--- src/rtl/reg_file_sb.sv ---
// 2-read/1-write register file with per-register busy scoreboard, write-to-read bypass
// and optional hardwired-zero R0. Define REG_FILE_RD_REG_EN for registered read outputs.
module reg_file_sb #(
  parameter int DATA_W  = 16,
  parameter int ADDR_W  = 3,
  parameter int ZERO_R0 = 0,
  localparam int NUM_REGS = 2**ADDR_W
) (
  input  logic                clk,
  input  logic                rst_n,
  input  logic [ADDR_W-1:0]   ra,
  input  logic [ADDR_W-1:0]   rb,
  output logic [DATA_W-1:0]   rd_a,
  output logic [DATA_W-1:0]   rd_b,
  output logic                valid_a,
  output logic                valid_b,
  input  logic                we,
  input  logic [ADDR_W-1:0]   wa,
  input  logic [DATA_W-1:0]   wd,
  input  logic                alloc_en,
  input  logic [ADDR_W-1:0]   alloc_addr,
  output logic                alloc_ok,
  input  logic                flush,
  output logic [NUM_REGS-1:0] busy_vec
);

  logic [NUM_REGS-1:0][DATA_W-1:0] regs_flat;
  logic [NUM_REGS-1:0]             busy_flat;
  logic [1:0][ADDR_W-1:0]          rd_addr;
  logic [1:0][DATA_W-1:0]          rd_data_next;
  logic [1:0]                      rd_valid_next;

  // A busy register may be re-allocated only when its writeback lands this same cycle.
  assign alloc_ok = rst_n && alloc_en && !flush &&
                    (!busy_flat[alloc_addr] || (we && (wa == alloc_addr)));
  assign busy_vec = busy_flat;

  for (genvar gi = 0; gi < NUM_REGS; gi++) begin : g_reg
    if ((ZERO_R0 != 0) && (gi == 0)) begin : g_zero
      assign regs_flat[gi] = '0;
      assign busy_flat[gi] = 1'b0;
    end else begin : g_entry
      logic [DATA_W-1:0] data_reg;
      logic              busy_reg;
      logic              wr_hit;
      logic              alloc_hit;

      assign wr_hit    = we && (wa == ADDR_W'(gi));
      assign alloc_hit = alloc_ok && (alloc_addr == ADDR_W'(gi));

      // Priority: flush clears, then a new allocation wins over a same-cycle writeback.
      always_ff @(posedge clk or negedge rst_n) begin
        if (!rst_n) begin
          data_reg <= '0;
          busy_reg <= 1'b0;
        end else begin
          if (wr_hit)
            data_reg <= wd;
          if (flush)
            busy_reg <= 1'b0;
          else if (alloc_hit)
            busy_reg <= 1'b1;
          else if (wr_hit)
            busy_reg <= 1'b0;
        end
      end

      assign regs_flat[gi] = data_reg;
      assign busy_flat[gi] = busy_reg;
    end
  end

  assign rd_addr[0] = ra;
  assign rd_addr[1] = rb;

  always_comb begin
    rd_data_next  = '0;
    rd_valid_next = '1;
    for (int p = 0; p < 2; p++) begin
      if ((ZERO_R0 != 0) && (rd_addr[p] == '0)) begin
        rd_data_next[p]  = '0;
        rd_valid_next[p] = 1'b1;
      end else if (we && (wa == rd_addr[p])) begin
        rd_data_next[p]  = wd;
        rd_valid_next[p] = 1'b1;
      end else begin
        rd_data_next[p]  = regs_flat[rd_addr[p]];
        rd_valid_next[p] = !busy_flat[rd_addr[p]];
      end
      if (!rst_n) begin
        rd_data_next[p]  = '0;
        rd_valid_next[p] = 1'b1;
      end
    end
  end

`ifdef REG_FILE_RD_REG_EN
  always_ff @(posedge clk or negedge rst_n) begin
    if (!rst_n) begin
      rd_a    <= '0;
      rd_b    <= '0;
      valid_a <= 1'b1;
      valid_b <= 1'b1;
    end else begin
      rd_a    <= rd_data_next[0];
      rd_b    <= rd_data_next[1];
      valid_a <= rd_valid_next[0];
      valid_b <= rd_valid_next[1];
    end
  end
`else
  assign rd_a    = rd_data_next[0];
  assign rd_b    = rd_data_next[1];
  assign valid_a = rd_valid_next[0];
  assign valid_b = rd_valid_next[1];
`endif

endmodule

--- config.mk ---
export PLATFORM = sky130hd
export DESIGN_NAME = reg_file_sb
export DESIGN_NICKNAME = d
export VERILOG_FILES = /design/src/rtl/reg_file_sb.sv
export SDC_FILE = /design/constraint.sdc
export NUM_CORES = 1
export LEC_CHECK = 0
export ABC_AREA = 0
export CORE_MARGIN = 8
export CORE_UTILIZATION = 40
export DETAILED_ROUTE_END_ITERATION = 12
export PLACE_DENSITY = 0.72
export SYNTH_ARGS = -nofsm -noshare
export SYNTH_HDL_FRONTEND = slang
export SYNTH_SLANG_ARGS = --single-unit
--- constraint.sdc ---
create_clock -name clk -period 1.6 [get_ports clk]
set_clock_uncertainty 0.1 [all_clocks]
set_input_delay 0.24 -clock clk [delete_from_list [all_inputs] [get_ports clk]]
set_output_delay 0.24 -clock clk [all_outputs]
set_load 0.02 [all_outputs]
After elaboration in Yosys (flattened, before gate mapping)
Index checks and enable logic that the tools add are counted.

word-level totals
  RAM bits = 0
  memories = 0
  bits in latches = 0
  register bits = 136
  output and inout port bits = 43
  bits in read-only memories = 0

cells by class
  shift-type cells = 0
  reductions and logical operators = 37
  equality and inequality tests = 17
  bitwise logic cells = 0
  multiply operators = 0
  div/mod/pow operators = 0
  order comparisons = 3
  add/subtract/negate cells = 0
  mux-type cells = 42

operator list
  kind                  number
  $bmux W16 S3          2
  $mux W16              6
  $mux W1               31
  $eq A3 B3 Y1 const B  8
  $reduce_bool A3 Y1    8
  $logic_and A1 B1 Y1   22
  $eq A3 B2 Y1 const B  4
  $lt A3 B4 Y1 const B  3
  $bmux W1 S3           3
  $eq A3 B3 Y1          3
  $eq A3 B1 Y1 const B  2
  $logic_not A3 Y1      2
  $logic_not A1 Y1      4
  $logic_or A1 B1 Y1    1

Logic depth before layout (Yosys ltp)
  depth after elaboration = 8
  mapped depth = 6
  mapped depth without buffers = 4

Worst setup path after synthesis
No wires, ideal clock.

  path type = input-to-output
  start = input rb[0]
  end = output rd_b[10]
  slack = -0.186 ns
  stages on the path = 5
  arrival time = 1.446 ns
  buffers on the path = 2
  cell sequence = buf_2 -> buf_4 -> mux4_2 -> mux2i_1 -> a21oi_1

on the way
  word-level cells in the longest chain between the ends = 4

RTL lines
  what                                                                   RTL line  source
  start: declaration                                                     12        input logic [ADDR_W-1:0] rb,
  $bmux W16 S3 or $eq A3 B3 Y1 (tied branches)                           87, 83
  $mux W16 (not written as such) or $logic_and A1 B1 Y1 (tied branches)  87, 83
  $mux W16 *                                                             83        end else if (we && (wa == rd_addr[p])) begin
  $mux W16 *                                                             90        if (!rst_n) begin
  end: declaration                                                       14        output logic [DATA_W-1:0] rd_b,

Every way passes the cells marked *; elsewhere a longest branch is shown, timed or not. The select of a mux whose other input is x is not followed.

Final worst setup path
  start = register g_reg[7].g_entry.busy_reg
  end = output valid_a

on the way
  word-level cells in the longest chain between the ends = 5

RTL lines
  what                           RTL line  source
  start: declaration             44        logic busy_reg;
  start signal: assignment       55        busy_reg <= 1'b0;
  start signal: assignment       60        busy_reg <= 1'b0;
  start signal: assignment       62        busy_reg <= 1'b1;
  $bmux W1 S3                    88        rd_valid_next[p] = !busy_flat[rd_addr[p]];
  $mux W1 (not written as such)  88
  $logic_not A1 Y1               88
  $mux W1                        83
  $mux W1                        90
  end: declaration               15        output logic valid_a,

Every way passes these cells. The select of a mux whose other input is x is not followed.

==> implementation parameters <==
Parameter                              Value

Run status
  Failing checks ... negative setup slack
  Result of the run ... complete, but fails checks

Yosys
  Mapped Nets ... 588
  Number of warning messages in the yosys log ... 0
  Total standard cell area after synthesis ... 0.00793 mm^2
  Number of distinct standard cells referenced by the synthesized netlist ... 34
  Fraction of synthesis flops using an asynchronous set or reset pin ... 100%
  Synthesized instance count ... 555
  Main flop type after synthesis ... sky130_fd_sc_hd__dfrtp_1
  EDFF count, synth ... 0
  Cell taking the most area after synthesis ... sky130_fd_sc_hd__dfrtp_1
  Synth area leaders ... sky130_fd_sc_hd__dfrtp_1, sky130_fd_sc_hd__mux4_2, sky130_fd_sc_hd__mux2_2
  Syn_area_per_cell ... ~14 um^2
  Proportion of synthesized chip area in sequential cells ... a little over two fifths
  Seq cells post-synth ... 136
  Area fraction of the dominant cell type after synthesis ... 42.9%

Clocking
  Clk slew on worst S/H paths ... 0.06 ns
  Maximum root-to-sink buffer count ... 2
  Latest clock arrival within the worst-skew pair ... 0.43 ns
  Root Driver ... sky130_fd_sc_hd__clkbuf_16
  TritonCTS Sinks ... 136
  TritonCTS clock tree ... done
  CTS Buf Count ... 17
  H-tree depth reported by CTS ... 4

Setup path
  Critical path fanouts, max ... 3
  Minimum setup slack among reg-to-reg paths ... -0.06 ns
  Startpoint type of the worst setup path ... flop
  Endpoint arrival time on the critical path ... 1.79 ns
  Endpoint required time on the critical path ... 1.26 ns
  Crit path kind ... reg2out
  Worst-path cell chain ... mux4_2 -> mux2_4 -> nand3_2 -> buf_6
  Critical Path Max Stage Delay ... 0.48 ns
  Cell type of the slowest stage on the worst timing path ... sky130_fd_sc_hd__mux4_2
  Critical path endpoint category ... output pin

Placement
  Post-Place Worst Slack ... -1.22 ns
  Cell Count Post-Placement ... between 900 and 1000
  Number of buffer cells added on primary ports ... 75
  Detailed-placement wirelength estimate ... between 15000 and 20000 um
  Routability Congestion ... ~0.83

Drt
  Antenna Nets Post-Route ... 0
  Routed Wire Length ... between 20000 and 25000 um
  Number of design rule violations left after detail routing ... 0
  Average detailed-routed wire length per instance ... around 23 um
  Post-DR vias/cell ... 5.67
  Count of vias placed by the detailed router ... 5707
  Initial drt markers ... between 200 and 300
  Total iterations of the first detailed-routing run ... 5

STA
  Fmax ... 470 MHz
  Final Hold Violating Endpoints ... 0
  Post-layout minimum cycle time ... 2.13 ns
  Number of slew-limit violations in the final report ... 0
  Slew at the pin closest to its max-slew limit ... 0.601 ns
  Worst relative slew slack ... 59.8%
  Setup-violating endpoint count in the final report ... 39
  Ratio of final minimum period to clock period ... 133%
  Unrepaired setup endpoints after global routing ... yes
  Setup slack of the critical path after layout ... -0.528 ns
  Final Hold Slack ... roughly 0.066 ns

Global routing
  Aggregate global-route resource usage ... approximately a fifth
  Remaining global-route overflow ... 0
  Vias in the first global route ... 6435
  Antenna violations before repair ... 1
  First-pass GRT wire length ... 36100 um
  Maximum number of pins on one net before global-route repair ... 41

Final layout
  Area overhead of the layout relative to synthesis ... 41.6%
  Antenna diode instance count ... 0
  Layout Cells excl Fill ... 1007
  Share of layout cells above drive strength 1 ... 69.4%
  Nets ... 762
  Total area of sequential cells ... 0.00340 mm^2
  Largest register FFs ... ~130
  Area of the multi-input gates ... 0.00468 mm^2
  Commonest non-fill, non-tap cell in the layout ... sky130_fd_sc_hd__dfrtp_1
  Commonest non-fill, non-tap cells in the layout ... sky130_fd_sc_hd__dfrtp_1, sky130_fd_sc_hd__mux2_2, sky130_fd_sc_hd__buf_4
  FILL cells ... roughly 1500

Run
  Total of max-cap violations ... 0

Floorplanning
  Number of core rows ... 51
  Area of the core region ... 0.0195 mm^2
  Die extent in x ... 157 um
  Height of the die ... 157 um
  Initial core utilization ... 40.7%
  Die Area ... about 0.025 mm^2
  Number of top-level pins ... 76

Power and ir drop
  PwrDens ... 1100 mW/mm^2
  Leakage component of the power ... 4.68 nW
  Maximum ir drop on the vdd rail ... 0.000846 V

Hold path
  Path class of the lowest-slack min-delay path ... in2async
-- worst paths after layout --
path / from / end / cells after the start
max: g_reg[7].g_entry.busy_reg / valid_a / 4
min: rst_n / g_reg[4].g_entry.data_reg[4] / 3
max reg2reg: g_reg[6].g_entry.busy_reg / g_reg[4].g_entry.busy_reg / 6
min reg2reg: g_reg[6].g_entry.data_reg[8] / g_reg[6].g_entry.data_reg[8] / 1
max in group asynchronous: rst_n / g_reg[4].g_entry.data_reg[15] / 4
min in group clk: g_reg[6].g_entry.data_reg[8] / g_reg[6].g_entry.data_reg[8] / 1
-- area by class of cell --
cell class	count	area share [%]
timing repair buffer	222	19.8
tap	265	2.95
clock buffer	25	4.59
clock inverter	7	0.580
multi-input combinational	351	41.7
sequential	136	30.3
inverter	1	0.0334
-- report_power, final --
part	switching, mW	internal [mW]	total, mW
clock network	1.45	2.37	3.83
logic	1.51	2.27	3.78
registers	0.537	4.17	4.70
-- metrics by stage --
stage	power [mW]	area [um^2]	utilization, %	setup TNS (ns)
after CTS	12.2	11000	56.7	-16.91
after floorplan	6.90	8310	-	-1.12
after global placement	7.90	9940	51.1	-95.19
final	12.3	11200	57.7	-16.40
after detailed placement	8.12	9940	51.1	-99.92
after global routing	12.8	11200	57.7	-18.83
-- cells by family after synthesis --
group,after synthesis,synth area share (%)
buf+inv,68,4.86
simple gates,33,3.65
compound gates,74,5.07
flops,136,42.9
mux,235,42.5
xor+xnor,9,0.995
-- repair_timing --
| action | 4_1_cts | 5_1_grt |
|---|---|---|
| pin swaps | 29 | 22 |
| buffers inserted | 24 | 16 |
| endpoints found under the setup margin | 107 | 53 |
| hold buffers | 5 | 0 |
| endpoints found under the hold margin | 76 | 0 |
| gates cloned | 2 | 0 |
| gates resized for setup | 303 | 38 |
-- layer usage --
metal	vias up	wire length (um)	global-route usage (%)
li1	2489	-	-
met1	3000	9380	22.8
met4	2	754	9.02
met5	-	8	0
met3	54	1280	4.22
met2	162	12100	33.5
-- synth_stat cells (all sizes together) (2+ instances only) --
cell	count
clkbuf	8
buf	59
mux2i	36
o32ai	2
mux4	68
nor3b	2
nor3	3
nand3b	4
nand4	3
nand2	5
nand4b	3
mux2	131
or3b	2
nand2b	3
nor2	2
dfrtp	136
a21oi	32
o41ai	2
o31ai	4
nand3	3
xnor2	9
o21ai	32
-- critical path, delay by kind of cell (launching register included) --
kind	cells	cell delay [ns]
muxes	2	0.76
buffers and inverters	1	0.11
DFF	1	0.42
and+or+nand+nor	1	0.08
No activity file was read; power rests on OpenSTA's default activity.
